### src/rtl/ps2_mouse_pkg.sv
// Shared types and constants for the PS/2 mouse tracker.
// Defining PS2_MOUSE_WHEEL_EN selects 4-byte IntelliMouse packets carrying a wheel delta.
package ps2_mouse_pkg;

    typedef enum logic [2:0] {
        ST_IDLE,
        ST_B1,
        ST_B2,
        ST_B3,
        ST_APPLY
    } state_e;

    // Bit positions inside the first (header) byte of a packet.
    localparam int B0_L    = 0;
    localparam int B0_R    = 1;
    localparam int B0_M    = 2;
    localparam int B0_SYNC = 3;
    localparam int B0_XS   = 4;
    localparam int B0_YS   = 5;
    localparam int B0_XO   = 6;
    localparam int B0_YO   = 7;

    // Header fields kept after the sync bit has been checked.
    typedef struct packed {
        logic y_ovf;
        logic x_ovf;
        logic y_sign;
        logic x_sign;
        logic btn_m;
        logic btn_r;
        logic btn_l;
    } hdr_t;

`ifdef PS2_MOUSE_WHEEL_EN
    localparam int PKT_LEN = 4;
`else
    localparam int PKT_LEN = 3;
`endif

    // Scaled deltas are carried wide enough to hold the negation of -256.
    localparam int DELTA_W = 10;

endpackage

### src/rtl/ps2_axis_tracker.sv
// One cursor axis: clamped absolute accumulator plus a hysteresis bin stepper
// that moves the reported bin at most one step per cycle.
module ps2_axis_tracker
    import ps2_mouse_pkg::*;
#(
    parameter  int N_BINS     = 10,
    parameter  int BIN        = 100,
    parameter  int HYSTERESIS = 30,
    localparam int RANGE      = N_BINS * BIN,
    localparam int PW         = $clog2(RANGE),
    localparam int BW         = $clog2(N_BINS)
) (
    input  logic                      clk_i,
    input  logic                      rst_ni,
    input  logic                      recentre_i,
    input  logic                      delta_en_i,
    input  logic signed [DELTA_W-1:0] delta_i,
    output logic        [PW-1:0]      pos_o,
    output logic        [BW-1:0]      bin_o
);

    localparam int SW = ((PW > DELTA_W) ? PW : DELTA_W) + 2;
    localparam logic signed [SW-1:0] POS_MAX = SW'(RANGE - 1);
    localparam logic [PW-1:0] POS_CTR = PW'(RANGE / 2);
    localparam logic [BW-1:0] BIN_CTR = BW'(N_BINS / 2);
    localparam logic [BW-1:0] BIN_MAX = BW'(N_BINS - 1);

    logic        [PW-1:0] pos_q, pos_d;
    logic        [BW-1:0] bin_q, bin_d;
    logic signed [SW-1:0] sum;
    logic        [31:0]   pos_u, up_thr, dn_thr;

    // NOTE: every always_comb output gets a default first, so no path can infer a latch.
    always_comb begin
        sum    = $signed({{(SW-PW){1'b0}}, pos_q}) +
                 $signed({{(SW-DELTA_W){delta_i[DELTA_W-1]}}, delta_i});
        pos_u  = 32'(pos_q);
        up_thr = (32'(bin_q) + 32'd1) * 32'(BIN) + 32'(HYSTERESIS);
        dn_thr = 32'(bin_q) * 32'(BIN);
        pos_d  = pos_q;
        bin_d  = bin_q;

        if (delta_en_i) begin
            if (sum < 0)            pos_d = '0;
            else if (sum > POS_MAX) pos_d = POS_MAX[PW-1:0];
            else                    pos_d = sum[PW-1:0];
        end

        if (pos_u >= up_thr && bin_q != BIN_MAX)                       bin_d = bin_q + 1'b1;
        else if (pos_u + 32'(HYSTERESIS) < dn_thr && bin_q != '0)     bin_d = bin_q - 1'b1;

        if (recentre_i) begin
            pos_d = POS_CTR;
            bin_d = BIN_CTR;
        end
    end

    // NOTE: clocked state uses non-blocking assignments so all flops update together.
    always_ff @(posedge clk_i) begin
        if (!rst_ni) begin
            pos_q <= POS_CTR;
            bin_q <= BIN_CTR;
        end else begin
            pos_q <= pos_d;
            bin_q <= bin_d;
        end
    end

    assign pos_o = pos_q;
    assign bin_o = bin_q;

endmodule

### src/rtl/ps2_mouse_tracker.sv
// PS/2 mouse back end: packet assembly with resync and timeout, per-axis tracking.
// Defining PS2_MOUSE_WHEEL_EN adds a fourth packet byte and the saturating wheel output.
module ps2_mouse_tracker
    import ps2_mouse_pkg::*;
#(
    parameter int WIDTH       = 10,
    parameter int HEIGHT      = 10,
    parameter int BIN         = 100,
    parameter int HYSTERESIS  = 30,
    parameter int SCALE_SHIFT = 0,
    parameter int PKT_TIMEOUT = 50000
) (
    input  logic                            CLOCK_50,
    input  logic                            reset_n,
    input  logic                            start,
    input  logic                            byte_valid,
    input  logic [7:0]                      byte_data,
    output logic                            button_left,
    output logic                            button_right,
    output logic                            button_middle,
    output logic [$clog2(WIDTH*BIN)-1:0]    pos_x,
    output logic [$clog2(HEIGHT*BIN)-1:0]   pos_y,
    output logic [$clog2(WIDTH)-1:0]        bin_x,
    output logic [$clog2(HEIGHT)-1:0]       bin_y,
    output logic                            pkt_valid,
    output logic                            sync_err
`ifdef PS2_MOUSE_WHEEL_EN
    ,
    output logic signed [7:0]               wheel
`endif
);

    localparam int TW = $clog2(PKT_TIMEOUT + 1);
    localparam logic [TW-1:0] TMO_LAST = TW'(PKT_TIMEOUT - 1);

    state_e          state_q, state_d;
    logic [TW-1:0]   tmo_q, tmo_d;
    hdr_t            hdr_q, hdr_d;
    logic [7:0]      byte1_q, byte1_d, byte2_q, byte2_d;
    logic            sync_err_q, sync_err_d, pkt_valid_q;
    logic [2:0]      btn_q;
    logic            apply;

    assign apply = (state_q == ST_APPLY);

`ifdef PS2_MOUSE_WHEEL_EN
    logic        [3:0] byte3_q, byte3_d;
    logic signed [7:0] wheel_q;
    logic signed [8:0] wheel_sum;
    assign wheel_sum = $signed({wheel_q[7], wheel_q}) + $signed({{5{byte3_q[3]}}, byte3_q});
    assign wheel     = wheel_q;
`endif

    always_comb begin
        state_d    = state_q;
        tmo_d      = tmo_q;
        sync_err_d = 1'b0;
        hdr_d      = hdr_q;
        byte1_d    = byte1_q;
        byte2_d    = byte2_q;
`ifdef PS2_MOUSE_WHEEL_EN
        byte3_d    = byte3_q;
`endif

        if (byte_valid) begin
            tmo_d = '0;
        end else if (state_q inside {ST_B1, ST_B2, ST_B3}) begin
            if (tmo_q == TMO_LAST) begin
                state_d    = ST_IDLE;
                sync_err_d = 1'b1;
                tmo_d      = '0;
            end else begin
                tmo_d = tmo_q + 1'b1;
            end
        end

        case (state_q)
            ST_IDLE: if (byte_valid) begin
                if (byte_data[B0_SYNC]) begin
                    hdr_d   = '{y_ovf: byte_data[B0_YO], x_ovf: byte_data[B0_XO],
                                y_sign: byte_data[B0_YS], x_sign: byte_data[B0_XS],
                                btn_m: byte_data[B0_M], btn_r: byte_data[B0_R],
                                btn_l: byte_data[B0_L]};
                    state_d = ST_B1;
                end else begin
                    sync_err_d = 1'b1;
                end
            end
            ST_B1: if (byte_valid) begin
                byte1_d = byte_data;
                state_d = ST_B2;
            end
            ST_B2: if (byte_valid) begin
                byte2_d = byte_data;
                state_d = (PKT_LEN == 4) ? ST_B3 : ST_APPLY;
            end
`ifdef PS2_MOUSE_WHEEL_EN
            ST_B3: if (byte_valid) begin
                byte3_d = byte_data[3:0];
                state_d = ST_APPLY;
            end
`endif
            ST_APPLY: state_d = ST_IDLE;
            default:  state_d = ST_IDLE;
        endcase
    end

    always_ff @(posedge CLOCK_50) begin
        if (!reset_n) begin
            state_q     <= ST_IDLE;
            tmo_q       <= '0;
            sync_err_q  <= 1'b0;
            pkt_valid_q <= 1'b0;
            btn_q       <= '0;
`ifdef PS2_MOUSE_WHEEL_EN
            wheel_q     <= '0;
`endif
        end else begin
            state_q     <= state_d;
            tmo_q       <= tmo_d;
            sync_err_q  <= sync_err_d;
            pkt_valid_q <= apply;
            if (apply) begin
                btn_q <= {hdr_q.btn_m, hdr_q.btn_r, hdr_q.btn_l};
`ifdef PS2_MOUSE_WHEEL_EN
                if (wheel_sum > 9'sd127)       wheel_q <= 8'sd127;
                else if (wheel_sum < -9'sd128) wheel_q <= -8'sd128;
                else                           wheel_q <= wheel_sum[7:0];
`endif
            end
        end
    end

    // NOTE: packet byte registers have no reset; each is rewritten before APPLY reads it.
    always_ff @(posedge CLOCK_50) begin
        hdr_q   <= hdr_d;
        byte1_q <= byte1_d;
        byte2_q <= byte2_d;
`ifdef PS2_MOUSE_WHEEL_EN
        byte3_q <= byte3_d;
`endif
    end

    logic signed [8:0]         dx_s, dy_s;
    logic signed [DELTA_W-1:0] dx, dy_neg;

    // Y is negated so that PS/2 "up" moves toward row 0.
    assign dx_s   = $signed({hdr_q.x_sign, byte1_q}) >>> SCALE_SHIFT;
    assign dy_s   = $signed({hdr_q.y_sign, byte2_q}) >>> SCALE_SHIFT;
    assign dx     = $signed({dx_s[8], dx_s});
    assign dy_neg = -$signed({dy_s[8], dy_s});

    ps2_axis_tracker #(.N_BINS(WIDTH), .BIN(BIN), .HYSTERESIS(HYSTERESIS)) u_axis_x (
        .clk_i      (CLOCK_50),
        .rst_ni     (reset_n),
        .recentre_i (start),
        .delta_en_i (apply && !hdr_q.x_ovf),
        .delta_i    (dx),
        .pos_o      (pos_x),
        .bin_o      (bin_x)
    );

    ps2_axis_tracker #(.N_BINS(HEIGHT), .BIN(BIN), .HYSTERESIS(HYSTERESIS)) u_axis_y (
        .clk_i      (CLOCK_50),
        .rst_ni     (reset_n),
        .recentre_i (start),
        .delta_en_i (apply && !hdr_q.y_ovf),
        .delta_i    (dy_neg),
        .pos_o      (pos_y),
        .bin_o      (bin_y)
    );

    assign button_left   = btn_q[0];
    assign button_right  = btn_q[1];
    assign button_middle = btn_q[2];
    assign pkt_valid     = pkt_valid_q;
    assign sync_err      = sync_err_q;

endmodule

### config.mk
export PLATFORM = sky130hd
export DESIGN_NAME = ps2_mouse_tracker
export DESIGN_NICKNAME = d
export VERILOG_FILES = /design/src/rtl/ps2_mouse_pkg.sv /design/src/rtl/ps2_axis_tracker.sv /design/src/rtl/ps2_mouse_tracker.sv
export SDC_FILE = /design/constraint.sdc
export NUM_CORES = 1
export LEC_CHECK = 0
export CAP_MARGIN = 10
export CORE_UTILIZATION = 33
export DETAILED_ROUTE_END_ITERATION = 8
export GPL_TIMING_DRIVEN = 0
export SYNTH_ARGS = -nofsm -noshare
export SYNTH_HDL_FRONTEND = slang
export SYNTH_SLANG_ARGS = --single-unit
### constraint.sdc
create_clock -name CLOCK_50 -period 4.49 [get_ports CLOCK_50]
set_input_delay 0.898 -clock CLOCK_50 [delete_from_list [all_inputs] [get_ports CLOCK_50]]
set_output_delay 0.898 -clock CLOCK_50 [all_outputs]
set_load 0.1 [all_outputs]
==> results.py, run 1 <==
metrics = {
    "pwr": {
        "power.density_mw_per_mm2": 374,
        "ir_drop_uv": 199,
        "power_mw": 3.27,
        "power.leakage_nw": 3.58,
    },
    "critical_path": {
        "crit_path_cell_trace": "clkinvlp_4 > ha_4 > xnor2_2 > ha_1 > ha_4 > fa_2 > nand2_2 > nor2_1 > nand2_1 > xnor2_2 > ha_1 > o21a_1 > o21ai_2 > a211oi_2 > nand2_2 > ha_4 > a21o_1 > a21oi_2 > nand2_1 > mux2i_1 > mux2i_1",
        "startpoint": "u_axis_x.bin_o[1]",
        "timing.critical_path.mode_cell": "ha_4",
        "critPathKind": "register to register",
        "crit_path_top_delay_cell": "fa_2",
        "regToRegStartpoint": "u_axis_x.bin_o[1]",
        "r2r-end": "u_axis_x.bin_o[3]",
        "crit_path_max_fanout": 6,
        "worstPathRequired_ns": 4.75,
        "reg2reg_depth": 21,
        "cp-end-kind": "register",
        "cp-start-kind": "register",
        "reg2reg_slack_ns": 0.02,
        "cp.arrival_ns": 4.74,
        "cpPeakStageDelay_ns": 0.61,
    },
    "logic_synthesis": {
        "synth-async-reset-ratio": 0,
        "syn_area_per_cell_um2": 8.94,
        "synth-edff-count": 23,
        "synth-seq-cells": 75,
        "yosysWarnings": 0,
        "synth_ff_type": "dfxtp_1",
        "synth_fp_nets": 895,
        "postSynthCellCount": 757,
        "synth_area_mm2": 0.00677,
        "yosysSeqAreaShare": 0.256,
        "synth_cell_type_count": 70,
    },
    "sta": {
        "grt_setup_unrepaired": "true",
        "skew_ns": 0.00889,
        "tns_ns": 0,
        "fin_crit_sh": 0.996,
        "max_freq_mhz": 224,
        "post-route-min-period_ns": 4.47,
        "setup_violations": 0,
        "drv_slew": 0,
        "tightest_slew_ns": 1.02,
        "relSlewSlack": 0.318,
        "hold_viol": 0,
    },
    "cts": {
        "root_buffer": "clkbuf_16",
        "clk_path_buf_depth": 2,
        "insertion_delay_ns": 0.34,
        "cts.sinks": 75,
        "cts_buffers": 9,
        "cts-hold-fix-buffers": 0,
        "path_clk_slew_ns": 0.06,
        "cts_tree": "done",
        "cts_htree_levels": 3,
    },
    "place": {
        "dpl-instance-area_mm2": 0.00785,
        "gp_congestion": 0.796,
        "portBuffers": 44,
        "hpwl_mm": 12.1,
    },
    "run": {
        "cap_violations": 0,
    },
    "routing": {
        "drt_iter0_drc": 234,
        "drc": 0,
        "routed_via_density": 4.99,
        "detail_route.wl_per_cell_um": 13.9,
        "route.vias.total": 5657,
        "postRouteAntennaNets": 0,
        "dr.pass1.iters": 5,
        "routed_wl_mm": 15.8,
    },
    "hold_path": {
        "min_to": "btn_q[1]",
        "min_from": "hdr_q[1]",
        "min_path_type": "register to register",
        "hold_depth": 2,
    },
    "layout": {
        "antennaDiodeCount": 0,
        "final_nets": 997,
        "fillers": 1980,
        "layout-drive-gt1-share": 0.179,
        "final_cell_area_mm2": 0.00873,
        "layout_common_cells": "ha_1, nor2_1, inv_1, nand2_1, buf_4",
        "area.growth.synth_to_final_pct": 28.9,
        "final_common_cell": "ha_1",
    },
    "floorplanning": {
        "die_area_mm2": 0.0211,
        "io_pins": 45,
        "rows": 52,
        "die_width_um": 145,
        "core_area_mm2": 0.0202,
        "initial_utilization": 0.336,
        "die_h_um": 145,
    },
    "global_route": {
        "antenna_found_initial": 0,
        "grt_overflow": 0,
        "grt_pass1_vias": 5223,
        "grt.total_usage": 0.150,
        "grt_pass1_wl_mm": 25.9,
        "grt_max_degree": 16,
    },
    "status": {
        "outcome": "complete, no violations",
    },
}
[flip-flops by register name, indices dropped and copies added (netlist names), 3 cells and up]
name / flops
hdr_q: 5
btn_q: 3
state_q: 3
byte1_q: 8
byte2_q: 8
u_axis_x.pos_o: 10
u_axis_x.bin_o: 4
u_axis_y.pos_o: 10
u_axis_y.bin_o: 4
tmo_q: 16
[layout make-up]
| cell class | instances | area, µm² | area share |
|---|---|---|---|
| multi-input combinational | 612 | 5240 | 0.600 |
| sequential | 75 | 1760 | 0.202 |
| timing repair buffer | 91 | 810 | 0.0927 |
| tap | 270 | 338 | 0.0387 |
| clock buffer | 10 | 229 | 0.0262 |
| inverter | 57 | 226 | 0.0259 |
| buffer | 13 | 78.8 | 0.00903 |
| clock inverter | 6 | 48.8 | 0.00559 |
[cell usage after synthesis (4+ instances only)]
master / instances / area (µm²)
a211o_1: 4 / 35.0
a211oi_1: 12 / 90.1
a21o_1: 12 / 90.1
a21oi_1: 39 / 195
a31oi_1: 11 / 68.8
and2_1: 12 / 75.1
and3_1: 6 / 37.5
and4_1: 7 / 61.3
clkbuf_1: 9 / 33.8
dfxtp_1: 52 / 1040
edfxtp_1: 23 / 691
fa_1: 7 / 140
ha_1: 119 / 1490
inv_1: 56 / 210
mux2i_1: 12 / 120
nand2_1: 52 / 195
nand2b_1: 9 / 56.3
nand3_1: 11 / 55.1
nand4_1: 12 / 75.1
nor2_1: 60 / 225
nor2b_1: 16 / 100
nor3_1: 14 / 70.1
nor4_1: 7 / 43.8
o211ai_1: 10 / 75.1
o21a_1: 8 / 60.1
o21ai_0: 31 / 155
or3_1: 5 / 31.3
xnor2_1: 42 / 368
xor2_1: 31 / 272
[cell families after synthesis]
| group | count (synthesis) | share of synthesized area |
|---|---|---|
| xor+xnor | 73 | 0.0944 |
| compound gates | 166 | 0.169 |
| fa+ha+maj | 126 | 0.241 |
| mux | 15 | 0.0227 |
| flops | 75 | 0.256 |
| buf+inv | 70 | 0.0395 |
| simple gates | 232 | 0.178 |
[timing repair]
item,4_1_cts,5_1_grt
gates resized for setup,10,37
endpoints found under the setup margin,5,7
pin swaps,12,25
buffers inserted,21,25
[worst max-delay path, delay by kind of cell (launching register included)]
kind | cells | cell delay [ns]
compound gates | 5 | 0.81
xor+xnor | 2 | 0.28
fa+ha+maj | 6 | 1.90
buf+inv | 1 | 0.14
flops | 1 | 0.41
mux | 2 | 0.37
simple gates | 5 | 0.48
[report_power, final]
| group | internal (mW) | switching [mW] | total [mW] |
|---|---|---|---|
| sequential | 0.719 | 0.0228 | 0.742 |
| clock | 0.381 | 0.285 | 0.666 |
| combinational | 0.923 | 0.935 | 1.86 |
| total | 2.02 | 1.24 | 3.27 |
[worst max path at each step]
stage	to	slack [ns]
5_1_grt	u_axis_x.bin_o[3]	-0.27
6_report	u_axis_x.bin_o[3]	0.02
2_1_floorplan	u_axis_x.bin_o[3]	-0.04
3_3_place_gp	u_axis_y.bin_o[3]	-0.31
3_5_place_dp	u_axis_y.bin_o[3]	-0.34
4_1_cts	u_axis_y.bin_o[3]	-0.03
[metrics by stage]
step	util	cells	hold WS [ns]	worst slack (ns)
2_1_floorplan	-	757	0.479	-0.0406
3_3_place_gp	0.388	1071	0.482	-0.310
3_5_place_dp	0.389	1072	0.508	-0.340
4_1_cts	0.413	1109	0.519	-0.0341
5_1_grt	0.433	1134	0.557	-0.266
6_report	0.433	1134	0.512	0.0161
[routing by layer]
metal	wire length, µm	part of all wire	vias to the layer above	global-route usage
met5	0	0	-	0
met4	161	0.010	0	0.0363
met3	497	0.032	15	0.0270
met2	7190	0.46	73	0.244
met1	7900	0.50	2607	0.204
li1	-	-	2962	-
No activity file was read; power rests on OpenSTA's default activity.
==> run 2: changes to the inputs <==
--- a/config.mk
+++ b/config.mk
@@ -5,6 +5,7 @@
 export SDC_FILE = /design/constraint.sdc
 export NUM_CORES = 1
 export LEC_CHECK = 0
+export ABC_AREA = 1
 export CAP_MARGIN = 10
 export CORE_UTILIZATION = 33
 export DETAILED_ROUTE_END_ITERATION = 8
==> run 2 against run 1 <==
  * Via count rose by 8.3%
  * Synthesized area rose by 2.9%
  * First-iteration DRC count grew 3.8%
  * Critical path type unchanged
  * Critical endpoint unchanged
==> results.py, run 2 <==
metrics = {
    "logic_synthesis": {
        "synth-async-reset-ratio": 0,
        "yosysSeqAreaShare": 0.249,
        "postSynthCellCount": 939,
        "synth_top_cell_area_share": 0.214,
        "synthXorXnorAreaFrac": 0.0697,
        "synth_compound_area_frac": 0.106,
        "syn_area_per_cell_um2": 7.42,
        "yosysWarnings": 0,
        "synth-seq-cells": 75,
        "synth_cell_type_count": 48,
        "synth_area_mm2": 0.00696,
        "synth-adder-area-share": 0.234,
        "synth-edff-count": 23,
        "ys_top_cells_by_count": "nand2_1, inv_1, ha_1, nor2_1, a21oi_1",
        "synth-simple-area-share": 0.263,
        "synth_ff_type": "dfxtp_1",
        "yosys-top-cells-area": "ha_1, dfxtp_1, nand2_1, edfxtp_1, inv_1",
        "synth_top_family_by_area": "simple AND/OR/NAND/NOR gates",
        "synth.most_common_cell": "nand2_1",
        "synth_fp_nets": 1077,
        "synthMuxAreaShare": 0,
        "synth_largest_area_cell": "ha_1",
    },
    "routing": {
        "detail_route.wl_per_cell_um": 12.6,
        "drc": 0,
        "routed_wl_mm": 16.4,
        "routed_via_density": 4.73,
        "drt_iter0_drc": 243,
        "postRouteAntennaNets": 0,
        "route.vias.total": 6126,
        "dr.pass1.iters": 5,
    },
    "sta": {
        "relSlewSlack": 0.313,
        "hold_viol": 0,
        "fin_crit_sh": 0.960,
        "grt_setup_unrepaired": "true",
        "setup_violations": 0,
        "max_freq_mhz": 232,
        "setup_ws_ns": 0.178,
        "skew_ns": 0.0113,
        "post-route-min-period_ns": 4.31,
        "drv_slew": 0,
        "tightest_slew_ns": 1.03,
    },
    "place": {
        "pre_cts_ws_ns": -0.330,
        "dpl-instance-area_mm2": 0.00777,
        "gp_congestion": 0.856,
        "dp_cells": 1253,
        "hpwl_mm": 13.0,
        "portBuffers": 44,
    },
    "pwr": {
        "netSwitchingFraction": 0.437,
        "ir_drop_uv": 260,
        "clkPwrFrac": 0.178,
        "p_sw_mw": 1.93,
        "comb_power_share": 0.649,
        "power.leakage_nw": 4.02,
        "p_int_mw": 2.49,
        "power.density_mw_per_mm2": 515,
        "p_seq_frac": 0.173,
    },
    "floorplanning": {
        "die_width_um": 147,
        "io_pins": 45,
        "core_area_mm2": 0.0204,
        "rows": 52,
        "initial_utilization": 0.341,
        "die_area_mm2": 0.0217,
        "die_h_um": 147,
    },
    "critical_path": {
        "r2r-end": "u_axis_x.bin_o[3]",
        "cp.arrival_ns": 4.54,
        "cp-end-kind": "register",
        "worstPathRequired_ns": 4.72,
        "crit_path_max_fanout": 6,
        "reg2reg_depth": 24,
        "startpoint": "u_axis_x.bin_o[0]",
        "reg2reg_slack_ns": 0.18,
        "critPathKind": "register to register",
        "cp-start-kind": "register",
        "regToRegStartpoint": "u_axis_x.bin_o[0]",
        "crit_path_end": "u_axis_x.bin_o[3]",
    },
    "layout": {
        "layout-drive-gt1-share": 0.127,
        "top_register": "tmo_q",
        "final_cell_area_mm2": 0.00859,
        "final_nets": 1159,
        "final_common_cell": "nand2_1",
        "largest_register_ffs": 16,
        "fin_cells": 1296,
        "layout_common_cells": "nand2_1, inv_1, ha_1, nor2_1, a21oi_1",
        "fillers": 2106,
        "utilization": 0.420,
        "antennaDiodeCount": 0,
        "area.growth.synth_to_final_pct": 23.3,
    },
    "cts": {
        "cts_htree_levels": 3,
        "clk_path_buf_depth": 2,
        "cts.sinks": 75,
        "cts_tree": "done",
        "cts_buffers": 9,
        "path_clk_slew_ns": 0.06,
        "insertion_delay_ns": 0.34,
        "root_buffer": "clkbuf_16",
        "cts-hold-fix-buffers": 0,
    },
    "status": {
        "outcome": "complete, no violations",
    },
    "global_route": {
        "grt_pass1_vias": 5600,
        "grt_max_degree": 15,
        "grt.total_usage": 0.150,
        "grt_pass1_wl_mm": 26.5,
        "grt_overflow": 0,
        "antenna_found_initial": 0,
    },
    "run": {
        "cap_violations": 0,
    },
    "hold_path": {
        "min_path_type": "register to register",
    },
}
-- run 2: worst max-delay path: stages (launching register included) --
cell and delay [ns]:
dfxtp_4 0.39, buf_8 0.12, clkinvlp_4 0.10, ha_4 0.31
inv_2 0.06, ha_4 0.26, ha_4 0.20, fa_2 0.64
nand2_2 0.07, inv_2 0.07, nand3_4 0.09, xor2_2 0.16
ha_1 0.30, o211ai_1 0.09, nand2_1 0.11, nand3b_1 0.09
nor2_2 0.17, nand2_2 0.14, ha_1 0.32, nand3_1 0.11
nand2_2 0.08, nor2_2 0.10, nand2_2 0.08, a21oi_2 0.11
nor2_1 0.05
-- run 2: what timing repair did --
item | CTS | global route
endpoints found under the setup margin | 4 | 5
setup buffers | 2 | 25
pin swaps | 1 | 16
resized for setup | 8 | 41
-- run 2: power groups by stage --
stage	sequential, mW	clock, mW	combinational, mW
after floorplan	0.878	0	1.68
after global placement	0.787	0	2.14
after detailed placement	0.786	0	2.20
after CTS	0.772	0.802	2.30
after global routing	0.769	0.831	3.24
final	0.765	0.787	2.87
-- run 2: cell families after synthesis --
logic type | after synthesis
buffers and inverters | 143
DFF | 75
xor gates and xnor gates | 52
and+or+nand+nor | 413
AOI/OAI and AO/OA | 130
adders and majority gates | 126
-- run 2: through the flow --
step / setup TNS, ns / hold slack [ns] / total power, mW
6_report: 0 / 0.464 / 4.42
5_1_grt: -0.119 / 0.506 / 4.84
4_1_cts: 0 / 0.463 / 3.87
3_5_place_dp: -0.604 / 0.451 / 2.98
3_3_place_gp: -0.601 / 0.446 / 2.93
2_1_floorplan: -0.0645 / 0.427 / 2.56
-- run 2: worst min-delay path by stage --
stage / start / end / cells past startpoint
floorplan: tmo_q[15] / tmo_q[15] / 1
global placement: tmo_q[15] / tmo_q[15] / 1
detailed placement: tmo_q[15] / tmo_q[15] / 1
CTS: tmo_q[15] / tmo_q[15] / 1
global route: tmo_q[15] / tmo_q[15] / 1
finish: tmo_q[15] / tmo_q[15] / 1
-- run 2: layout make-up --
cell class | count | area, µm² | share of cell area
Tap cell | 270 | 338 | 0.0393
Buffer | 6 | 45.0 | 0.00525
Multi-Input combinational cell | 721 | 4940 | 0.576
Clock buffer | 11 | 243 | 0.0283
Inverter | 137 | 526 | 0.0612
Timing Repair Buffer | 71 | 647 | 0.0753
Clock inverter | 5 | 85.1 | 0.00991
Sequential cell | 75 | 1760 | 0.205
-- run 2: layer usage --
layer,up-vias,track usage,wire (µm)
met3,7,0.0252,472
met5,-,0,0
li1,3276,-,-
met1,2768,0.208,8230
met2,75,0.246,7590
met4,0,0.0242,82
==> RTL change (config.mk and constraints of run 1) <==
The option `PS2_MOUSE_WHEEL_EN` is turned on by a define.
--- a/src/rtl/ps2_mouse_pkg.sv
+++ b/src/rtl/ps2_mouse_pkg.sv
@@ -1,5 +1,7 @@
 // Shared types and constants for the PS/2 mouse tracker.
 // Defining PS2_MOUSE_WHEEL_EN selects 4-byte IntelliMouse packets carrying a wheel delta.
+`define PS2_MOUSE_WHEEL_EN
+
 package ps2_mouse_pkg;
 
     typedef enum logic [2:0] {
Formal check against the unedited RTL (old outputs only; new: wheel): not equivalent (a bounded check fails within 10 cycles, from zero or initial values and one cycle with reset_n low).
==> RTL change against run 1 <==
The flow now finishes with violations (negative setup slack); setup slack got worse by 79 ps; cell area increased by 14%; clock power is 10% higher; sequential cell count is 12 higher; total power rose by 22%; final cell count grew 11%; wire length increased by 19%; area after synthesis grew 13%.
==> RTL change: results (changes against run 1) <==
run_status:
  status: "finished, violations left"  # was finished, final reports clean
  failed_checks: "negative setup slack"
power:
  leakagePower_nw: 4.06  # was 3.58 nW
  pg_seq_uw: 859  # was 742 uW
  seqPwrFrac_pct: 21.6  # was 22.7%
worst_setup_path:
  r2r_start: "u_axis_y.bin_o[0]$_SDFFE_PP1P_"  # was u_axis_x.bin_o[1]$_SDFFE_PP0P_
  crit_slowest_cell: "dfxtp_4"  # was fa_2
  ff2ff_path_depth: 24  # was 21
  cp_max_fo: 4  # was 6
  crit_arrival_ps: 4780  # was 4740 ps
  worstReg2RegEnd: "u_axis_y.bin_o[3]$_SDFFE_PP0P_"  # was u_axis_x.bin_o[3]$_SDFFE_PP0P_
logic_synthesis:
  synth-compound-area-share_pct: 18.9  # was 16.9%
  muxShareOfSynthArea_pct: 0.653  # was 2.27%
  yosysSeqAreaShare_pct: 26.2  # was 25.6%
  synth_xor_area_share_pct: 9.33  # was 9.44%
  ys_types: 76  # was 70
  synth.top_cells.by_count: "ha_1 (129), nor2_1 (69), nand2_1 (61)"  # was ha_1 (119), nor2_1 (60), inv_1 (56)
  postSynthCellCount: 858  # was 757
route:
  drt_iter0_markers: 174  # was 234
  totalWireLength_um: 18700  # was 15800 um
  drt_pre_antenna_iters: 4  # was 5
placement:
  io_buffer_count: 52  # was 44
  placed_cells: 1195  # was 1072
  dpl_worst_slack_ps: -728  # was -340 ps
  gp_congestion: 0.811  # was 0.796
  hpwl_um: 14100  # was 12100 um
finish:
  nNetsFinal: 1120  # was 997
  drive_gt1_share_pct: 17.7  # was 17.9%
  final-instance-count-excl-fill: 1263  # was 1134
sta:
  fin_tns_setup_ps: -63.1  # was 0 ps
  skew_ps: 8.44  # was 8.89 ps
  setup_ws_ps: -63.1  # was 16.1 ps
  final-setup-viol-count: 1  # was 0
hold_path:
  hold_end: "btn_q[2]$_SDFFE_PN0P_"  # was btn_q[1]$_SDFFE_PN0P_
global_route:
  grt_pass1_vias: 6266  # was 5223
==> RTL change: cell types whose count changed after synthesis, sizes merged, moves of 8 or more <==
cell          run 1  this run
ha              119       129
nor2             60        69
dfxtp            52        60
xor2             31        43
nand2            52        61
o21ai            33        42
nand3            11        22
a21oi            39        53
==> RTL change: worst max path at each step <==
stage	from	end	cells past startpoint
floorplan	u_axis_y.bin_o[0]$_SDFFE_PP1P_	u_axis_y.bin_o[3]$_SDFFE_PP0P_	24
global placement	u_axis_y.bin_o[0]$_SDFFE_PP1P_	u_axis_y.bin_o[3]$_SDFFE_PP0P_	24
detailed placement	u_axis_y.bin_o[0]$_SDFFE_PP1P_	u_axis_y.bin_o[3]$_SDFFE_PP0P_	24
CTS	u_axis_y.bin_o[0]$_SDFFE_PP1P_	u_axis_y.bin_o[3]$_SDFFE_PP0P_	24
global route	u_axis_y.bin_o[0]$_SDFFE_PP1P_	u_axis_y.bin_o[3]$_SDFFE_PP0P_	23
finish	u_axis_y.bin_o[0]$_SDFFE_PP1P_	u_axis_y.bin_o[3]$_SDFFE_PP0P_	24
==> RTL change: final cells by class <==
class | count | area, um^2
Sequential cell | 87 | 2040
Tap cell | 285 | 357
Clock inverter | 4 | 35.0
Fill cell | 2207 | 12800
Inverter | 49 | 199
Buffer | 15 | 83.8
Clock buffer | 12 | 258
Multi-Input combinational cell | 706 | 6010
Timing Repair Buffer | 105 | 942
==> RTL change: timing repair <==
item / in CTS / in global routing
resized for setup: 38 / 26
endpoints found under the setup margin: 5 / 6
pin swaps: 33 / 32
setup buffers: 44 / 9
==> RTL change: metal layers <==
layer / track usage (%) / part of all wire (%)
met5: 0 / 0
met4: 3.35 / 1.4
met3: 2.75 / 2.5
met2: 27.5 / 49
met1: 20.7 / 48
